===== config.mk =====
export PLATFORM = sky130hd
export DESIGN_NAME = disp_arbiter
export DESIGN_NICKNAME = d
export VERILOG_FILES = /design/src/rtl/disp_arbiter.sv
export SDC_FILE = /design/constraint.sdc
export NUM_CORES = 1
export LEC_CHECK = 0
export BUFFER_PORTS_ARGS = -buffer_cell sky130_fd_sc_hd__clkbuf_2
export CORE_ASPECT_RATIO = 2
export CORE_MARGIN = 10
export CORE_UTILIZATION = 31
export CTS_CLUSTER_SIZE = 20
export DETAILED_ROUTE_END_ITERATION = 10
export HOLD_SLACK_MARGIN = 0.02
export PLACE_DENSITY_LB_ADDON = 0.3
export SYNTH_ARGS = -nofsm -noshare
export SYNTH_HDL_FRONTEND = slang
export SYNTH_SLANG_ARGS = --single-unit
export TNS_END_PERCENT = 5

===== constraint.sdc =====
create_clock -name clk_2 -period 1.9 [get_ports clk_2]
set_input_delay 0.285 -clock clk_2 [delete_from_list [all_inputs] [get_ports clk_2]]
set_output_delay 0.285 -clock clk_2 [all_outputs]
set_load 0.02 [all_outputs]

===== src/rtl/disp_arbiter.sv =====
// Two-requester round-robin arbiter for a shared seven-segment display.
// The owner holds the display for HOLD_CYCLES clocks; its code is latched on grant.
module disp_arbiter #(
    parameter int unsigned HOLD_CYCLES = 4,
    parameter int unsigned NBITS_SEG   = 8
) (
    input  logic                 clk_2,
    input  logic                 reset_n,
    input  logic                 req_a,
    input  logic [1:0]           dat_a,
    input  logic                 req_b,
    input  logic [1:0]           dat_b,
    output logic                 gnt_a,
    output logic                 gnt_b,
    output logic [1:0]           disp_val,
    output logic [NBITS_SEG-1:0] SEG,
    output logic                 busy
);

    typedef enum logic [1:0] {
        IDLE  = 2'd0,
        OWN_A = 2'd1,
        OWN_B = 2'd2
    } state_t;

    localparam logic [7:0] HOLD_LOAD = 8'(HOLD_CYCLES - 1);

    state_t     state, state_nxt;
    state_t     pick;
    logic [7:0] cnt, cnt_nxt;
    logic       last_b, last_b_nxt;
    logic [1:0] disp_nxt;
    logic       reselect;
    logic [7:0] pat;

    always_ff @(posedge clk_2 or negedge reset_n) begin
        if (!reset_n) begin
            state    <= IDLE;
            cnt      <= '0;
            last_b   <= 1'b1;
            disp_val <= '0;
        end else begin
            state    <= state_nxt;
            cnt      <= cnt_nxt;
            last_b   <= last_b_nxt;
            disp_val <= disp_nxt;
        end
    end

    // Tie goes to whoever was not granted last.
    always_comb begin
        pick = IDLE;
        if (req_a && req_b)
            pick = last_b ? OWN_A : OWN_B;
        else if (req_a)
            pick = OWN_A;
        else if (req_b)
            pick = OWN_B;
    end

    always_comb begin
        state_nxt  = state;
        cnt_nxt    = cnt;
        last_b_nxt = last_b;
        disp_nxt   = disp_val;
        reselect   = 1'b0;

        case (state)
            IDLE: reselect = 1'b1;
            OWN_A: begin
                if (!req_a || cnt == '0)
                    reselect = 1'b1;
                else
                    cnt_nxt = cnt - 8'd1;
            end
            OWN_B: begin
                if (!req_b || cnt == '0)
                    reselect = 1'b1;
                else
                    cnt_nxt = cnt - 8'd1;
            end
            default: reselect = 1'b1;
        endcase

        // Re-granting the current owner also lands here, so it starts a fresh slot.
        if (reselect) begin
            state_nxt = pick;
            case (pick)
                OWN_A: begin
                    cnt_nxt    = HOLD_LOAD;
                    disp_nxt   = dat_a;
                    last_b_nxt = 1'b0;
                end
                OWN_B: begin
                    cnt_nxt    = HOLD_LOAD;
                    disp_nxt   = dat_b;
                    last_b_nxt = 1'b1;
                end
                default: begin
                    cnt_nxt  = '0;
                    disp_nxt = '0;
                end
            endcase
        end
    end

    assign gnt_a = (state == OWN_A);
    assign gnt_b = (state == OWN_B);
    assign busy  = gnt_a | gnt_b;

    always_comb begin
        case (disp_val)
            2'b01:   pat = 8'b0011_1111;
            2'b10:   pat = 8'b0000_0110;
            2'b11:   pat = 8'b0101_1011;
            default: pat = 8'b0000_0000;
        endcase
    end

    for (genvar g = 0; g < NBITS_SEG; g++) begin : g_seg
        if (g < 8) begin : g_bit
            assign SEG[g] = pat[g];
        end else begin : g_pad
            assign SEG[g] = 1'b0;
        end
    end

endmodule


* After elaboration in Yosys (flattened, before gate mapping)
Cells that the tools add are included.
Word-level totals: register bits 13, bits in latches 0, memory bits (writable) 0, ROM bits 0, bits of input ports 8, memories 0
Operators by class: $add $sub $neg 1, $mul 0, div/mod/pow operators 0, order comparisons 0, equality and inequality tests 9, shifts and indexed selects 0, mux-type cells 15, bitwise operators 1, reductions and logical operators 11
Operator list (count):
- $mux 8 | 3
- $pmux 7 s3 | 1
- $pmux 8 s2 | 1
- $mux 2 | 5
- $eq 2x2->1 const B | 4
- $logic_not 8->1 | 1
- $sub 8x1->8 const B | 1
- $eq 2x1->1 const B | 3
- $ne 3x3->1 const B | 2
- $pmux 1 s2 | 2
- $pmux 2 s2 | 1
- $reduce_and 3->1 | 1
- $reduce_bool 3->1 | 1
- $logic_not 1->1 | 2
- $logic_or 1x1->1 | 2
- $mux 1 | 2
- $reduce_and 2->1 | 1
- $reduce_bool 2->1 | 1
- $reduce_or 2->1 | 1
- $logic_and 1x1->1 | 1
- $or 1x1->1 | 1

* Longest topological paths before layout
Gate-level depths: netlist of the first run.
word-level depth 7, mapped depth 7, depth with buffers taken out 7

* Least setup slack after synthesis of the first run
Ideal clock, no wire load.
path kind register -> register, start point reg cnt[0], end point reg disp_val[0], setup time 125 ps, arrival 1568 ps, required time 1775 ps, slack 208 ps, stages on the path, launching flop included 7, path buffers 0, cell sequence dfrtp_1 inv_1 ha_1 nor4b_4 nand3_1 a22oi_2 mux2_2
On the way: word-level cells in the longest chain between the ends 4, elaborated cells on any way between the ends 6, classes of those cells mux (3); reduce/logical (3)
RTL lines:
- start: declaration | RTL line 30 | logic [7:0] cnt, cnt_nxt;
- start signal: assignment | RTL line 44 | cnt <= cnt_nxt;
- $logic_not 8->1 * | RTL line 71, 77
- $logic_or 1x1->1, on equally long branches | RTL line 77, 71
- $mux 1, on equally long branches | RTL line 77, 71
- $pmux 1 s2 * | RTL line 68 | case (state)
- end signal: assignment | RTL line 46 | disp_val <= disp_nxt;
- end: declaration | RTL line 15 | output logic [1:0] disp_val,
Mark *: on every way between the ends. The rest lies on a longest branch, timed or not. A chain may end at the register's enable or synchronous reset.

* Worst setup path after layout of the first run
start point reg cnt[1], end point reg cnt[0]
On the way: word-level cells in the longest chain between the ends 6, elaborated cells on any way between the ends 11, classes of those cells eq/ne (2); mux (4); reduce/logical (5)
RTL lines (RTL line):
- $logic_not 8->1 * | 71, 77
- $logic_or 1x1->1, on equally long branches | 77, 71
- $mux 1, on equally long branches | 77, 71
- $pmux 1 s2 | 68
- $ne 3x3->1 (no line) / $reduce_bool 3->1 (equally long branches)
- $reduce_and 3->1 (no line)
Marked as above.

==> flow_summary.toml, run 1 <==
[cts]
cts_made_buffers = 3
clockRootBuffer = "clkbuf_8"
clk_latency_ns = 0.24
clk_path_buf_depth = 2
clkSinkCount = 13
cts_tree = "built"
path_clk_slew_ns = 0.06
cts_max_level = 1

[yosys]
synth_area_per_cell_um2 = 10.6
ys_seq_elements = 13
yosysTopAreaCellShare_pct = 35.9
synth_area_um2 = 837
ys_types = 28
synth_fp_nets = 95
synth_top_cell_by_area = "dfrtp_1"
ys_seq_area_share_pct = 39.0
netlist_top_cells_area = "dfrtp_1 36%, ha_1 12%, inv_1 4.9%"
synthCells = 79
ys.warnings.count = 0

[power_and_ir_drop]
powerDensity_nw_per_um2 = 2080
vdd_ir_drop_max_uv = 801
totalPowerFinal_mw = 2.20
p_leak_nw = 0.542

[grt]
grt_remaining_overflow = 0
antenna_found_initial = 0
grt_max_degree = 14
grt_pass1_vias = 644
grt_pass1_wl_um = 2870
grtUsageTotal_pct = 6.47

[detailed_routing]
drtIter0Drc = 14
vias_per_cell = 4.79
totalWireLength_um = 1870
drc = 0
wl_per_cell_um = 14.2
ant_nets = 0
dr.pass1.iters = 4
num_vias = 632

[final_layout]
fillers = 259
nNetsFinal = 121
stdcell_count = 132
syn2layout_area_growth_pct = 26.3
design_area_um2 = 1060
final_util_pct = 41.1
drive_gt1_share_pct = 39.4
final_cell_mix = "19 x clkbuf_2, 12 x dfrtp_1, 11 x inv_1, 9 x nor2_1, 7 x ha_1"
layout_commonest_cell = "clkbuf_2"
num_antenna_cells = 0

[sta]
fin_crit_sh_pct = 94.8
period_needed_ns = 1.80
setup_ws_ns = 0.0988
setup_violations = 0
max_freq_mhz = 555
slew_violations = 0
skew_ns = 0.00180
final_hold_viol_count = 0

[placed_design]
hpwl_um = 1500
dp_cells = 124
globalplace.congestion = 0.641
io_buffers = 19
dpl_cell_area_um2 = 948
dp_slack_ns = 0.0399

[die]
die_h_um = 93.5
dieArea_um2 = 5300
io_pins = 21
start_util_pct = 32.6
coreArea_um2 = 2570
fp-row-count = 26
die_w_um = 56.7

[run_status]
outcome = "complete, no violations"

[critical_path]
end_kind = "register"
critical_path_class = "reg -> reg"
crit_arrival_ns = 1.96
cp_data_required_time_ns = 2.06
path_max_fanout = 5
start_kind = "register"

[run]
max_cap_viol_count = 0

[worst_hold_path]
hold_path_class = "in -> reg"
## cell usage after synthesis, drive strengths merged
cell type	count
o31ai	1
a21boi	1
a21oi	3
mux2	3
or4b	1
a221oi	1
or4	1
a211oi	1
o21a	1
dfrtp	12
nor3	1
nand2	4
mux2i	4
nor2	9
conb	1
nand3	1
xnor2	4
dfstp	1
ha	8
or2	1
inv	11
nor4b	1
nor4	1
buf	4
a22oi	3
## registers in the layout, summed over array words and instances (netlist names)
signal / flops
disp_val: 2
cnt: 8
state: 2
last_b: 1
## cell type report
class,count,area [um^2],share of cell area (%)
Sequential cell,13,327,30.9
Clock buffer,4,45.0,4.26
Tap cell,28,35.0,3.31
Inverter,11,41.3,3.91
Timing Repair Buffer,25,150,14.2
Multi-Input combinational cell,51,459,43.4
## worst paths after layout
kind | from | to | slack [ns] | cells after the start
max | cnt[1] | cnt[0] | 0.1 | 8
min reg2reg | cnt[7] | cnt[7] | 0.55 | 2
max reg2reg | cnt[1] | cnt[0] | 0.1 | 8
max in group asynchronous | reset_n | last_b | 1.12 | 2
min | req_b | state[1] | 0.37 | 3
min in group asynchronous | reset_n | cnt[5] | 0.48 | 2
## metrics by stage
stage          hold WS, ns  setup TNS, ns
2_1_floorplan      -0.0106              0
3_3_place_gp         0.199              0
3_5_place_dp         0.204              0
4_1_cts              0.380              0
5_1_grt              0.420       -0.00589
6_report             0.372              0
## power breakdown
group	internal (mW)	switching [mW]
registers	0.394	0.105
logic	0.670	0.782
clock network	0.148	0.101
total	1.21	0.987
## layer usage
layer	share of wire [%]	vias up	wire [um]	global-route usage, %
li1	-	310	-	-
met1	34	310	638	5.87
met2	63	10	1170	13.1
met3	2.6	2	49	1.49
met4	0.64	0	12	2.36
met5	0	-	0	0
## cells by family after synthesis
logic type,count (synthesis),synth area share (%)
and+or+nand+nor,20,15.7
buffers and inverters,15,8.97
DFF,13,39.0
AOI/OAI and AO/OA,11,10.9
adders and majority gates,8,12.0
muxes,7,8.82
xor gates and xnor gates,4,4.18
other,1,0.448
## worst max-delay path: stages, from the launching register on
cell      delay, ns
dfrtp_1        0.39
inv_1          0.06
ha_2           0.20
nor4b_4        0.25
a21boi_2       0.12
a22oi_2        0.22
buf_4          0.15
buf_6          0.11
mux2i_2        0.21
## timing repair
item / in CTS / in global routing
hold endpoints to repair: 12 / 0
buffers inserted: 0 / 3
endpoints found under the setup margin: 0 / 8
hold buffers: 1 / 0
gates resized for setup: 0 / 8
Note: power is estimated with default switching activity, not from simulation.
==> run 2, diff against run 1 <==
--- a/config.mk
+++ b/config.mk
@@ -6,6 +6,8 @@
 export NUM_CORES = 1
 export LEC_CHECK = 0
 export BUFFER_PORTS_ARGS = -buffer_cell sky130_fd_sc_hd__clkbuf_2
+export CELL_PAD_IN_SITES_DETAIL_PLACEMENT = 1
+export CELL_PAD_IN_SITES_GLOBAL_PLACEMENT = 2
 export CORE_ASPECT_RATIO = 2
 export CORE_MARGIN = 10
 export CORE_UTILIZATION = 31
==> run 2 against run 1 <==
Compared with the run above: power decreased by 9.3%; first-iteration DRC count fell by 79%; via count shrank 2.2%; sequential share of layout area grew 1.2 points; critical path depth is 1 lower; sequential power rose by 2%.
==> flow_summary.toml, run 2 (same netlist as run 1, synthesis figures left out) <==
[run_status]
outcome = "complete, no violations"

[run]
max_cap_viol_count = 0

[sta]
rsz0062_at_grt = "true"
setup_violations = 0
skew_ns = 0.00313
max_freq_mhz = 566
final_hold_viol_count = 0
setup_ws_ns = 0.134
period_needed_ns = 1.77
tns_ns = 0
fin_crit_sh_pct = 92.9
slew_violations = 0

[final_layout]
largest_reg_flops = 8
top_register = "cnt"
final_cell_mix = "19 x clkbuf_2, 12 x dfrtp_1, 11 x inv_1, 9 x nor2_1, 8 x ha_1"
num_antenna_cells = 0
top_regs = "cnt (8), disp_val (2), state (2)"
design_area_um2 = 1020
nNetsFinal = 118
syn2layout_area_growth_pct = 21.5
layout_commonest_cell = "clkbuf_2"
drive_gt1_share_pct = 35.6

[cts]
clkSinkCount = 13
clk_path_buf_depth = 2
clk_latency_ns = 0.24
cts_max_level = 1
cts_tree = "built"
cts_made_buffers = 3
clockRootBuffer = "clkbuf_8"
path_clk_slew_ns = 0.05

[die]
dieArea_um2 = 5300
io_pins = 21
start_util_pct = 32.6
die_w_um = 56.7
fp-row-count = 26
die_h_um = 93.5
coreArea_um2 = 2570

[detailed_routing]
wl_per_cell_um = 14.6
drtIter0Drc = 3
totalWireLength_um = 1880
drc = 0
num_vias = 618
dr.pass1.iters = 4
vias_per_cell = 4.79
ant_nets = 0

[grt]
grtUsageTotal_pct = 7.55
grt_remaining_overflow = 0
grt_pass1_vias = 691
antenna_found_initial = 0
grt_pass1_wl_um = 3230
grt_max_degree = 14

[worst_hold_path]
hold_start = "req_b"
hold_path_class = "in -> reg"

[critical_path]
start_kind = "register"
rr_startpoint = "cnt[0]"
critical_path_class = "reg -> reg"
crit_arrival_ns = 1.92
cp_data_required_time_ns = 2.05
path_max_fanout = 10
end_kind = "register"
startpoint = "cnt[0]"

[power_and_ir_drop]
p_leak_nw = 0.526
vdd_ir_drop_max_uv = 662
totalPowerFinal_mw = 1.99
powerDensity_nw_per_um2 = 1960

[placed_design]
dpl_cell_area_um2 = 948
globalplace.congestion = 0.711
dp_slack_ns = 0.0599
hpwl_um = 1610
io_buffers = 19
[run 2: cell count changes in the layout (fill, tap and decap cells not counted), sizes merged]
cell | before | now
buf | 5 | 2
[run 2: stage by stage]
step | utilization [%] | hold WS, ns | cells
2_1_floorplan | - | -0.0106 | 79
3_3_place_gp | 36.9 | 0.201 | 124
3_5_place_dp | 36.9 | 0.206 | 124
4_1_cts | 39.0 | 0.359 | 129
5_1_grt | 39.6 | 0.376 | 129
6_report | 39.6 | 0.357 | 129
[run 2: layout make-up]
cell class              count  area [um^2]
clock buffers               4         45.0
inverters                  11         41.3
flip-flops and latches     13          327
well taps                  28         35.0
fillers                   307         1550
multi-input cells          51          445
repair buffers             22          124
[run 2: repair_timing]
| item | CTS | global route |
|---|---|---|
| hold buffers | 1 | 0 |
| resized for setup | 0 | 3 |
| hold endpoints to repair | 12 | 0 |
| buffers inserted | 0 | 0 |
| setup endpoints to repair | 0 | 3 |
[run 2: per-layer routing]
layer / GRT usage [%] / up-vias / part of all wire (%)
li1: - / 304 / -
met1: 7.13 / 302 / 34
met2: 14.2 / 10 / 61
met3: 2.17 / 2 / 3.8
met4: 3.54 / 0 / 0.96
met5: 0 / - / 0
[run 2: power by group]
group	leakage [nW]	switching, mW	total, mW	internal [mW]
sequential	0.166	0.116	0.510	0.394
combinational	0.336	0.720	1.25	0.525
clock	0.0228	0.0917	0.239	0.148
[run 2: path summary, 6_finish.rpt]
| path | endpoint | slack, ns | cells past startpoint |
|---|---|---|---|
| setup / recovery | state[0] | 0.13 | 7 |
| hold / removal | state[1] | 0.36 | 3 |
| setup reg to reg | state[0] | 0.13 | 7 |
| hold reg to reg | cnt[0] | 0.51 | 1 |
| max in group asynchronous | last_b | 1.13 | 2 |
| min in group asynchronous | cnt[5] | 0.48 | 2 |
[run 2: worst max-delay path, stage by stage, from the launching register on]
cell and delay [ns]:
dfrtp_1 0.40, inv_1 0.07, ha_1 0.16, nor4b_4 0.26, a21boi_2 0.12, a22oi_2 0.27
buf_6 0.19, mux2i_1 0.21
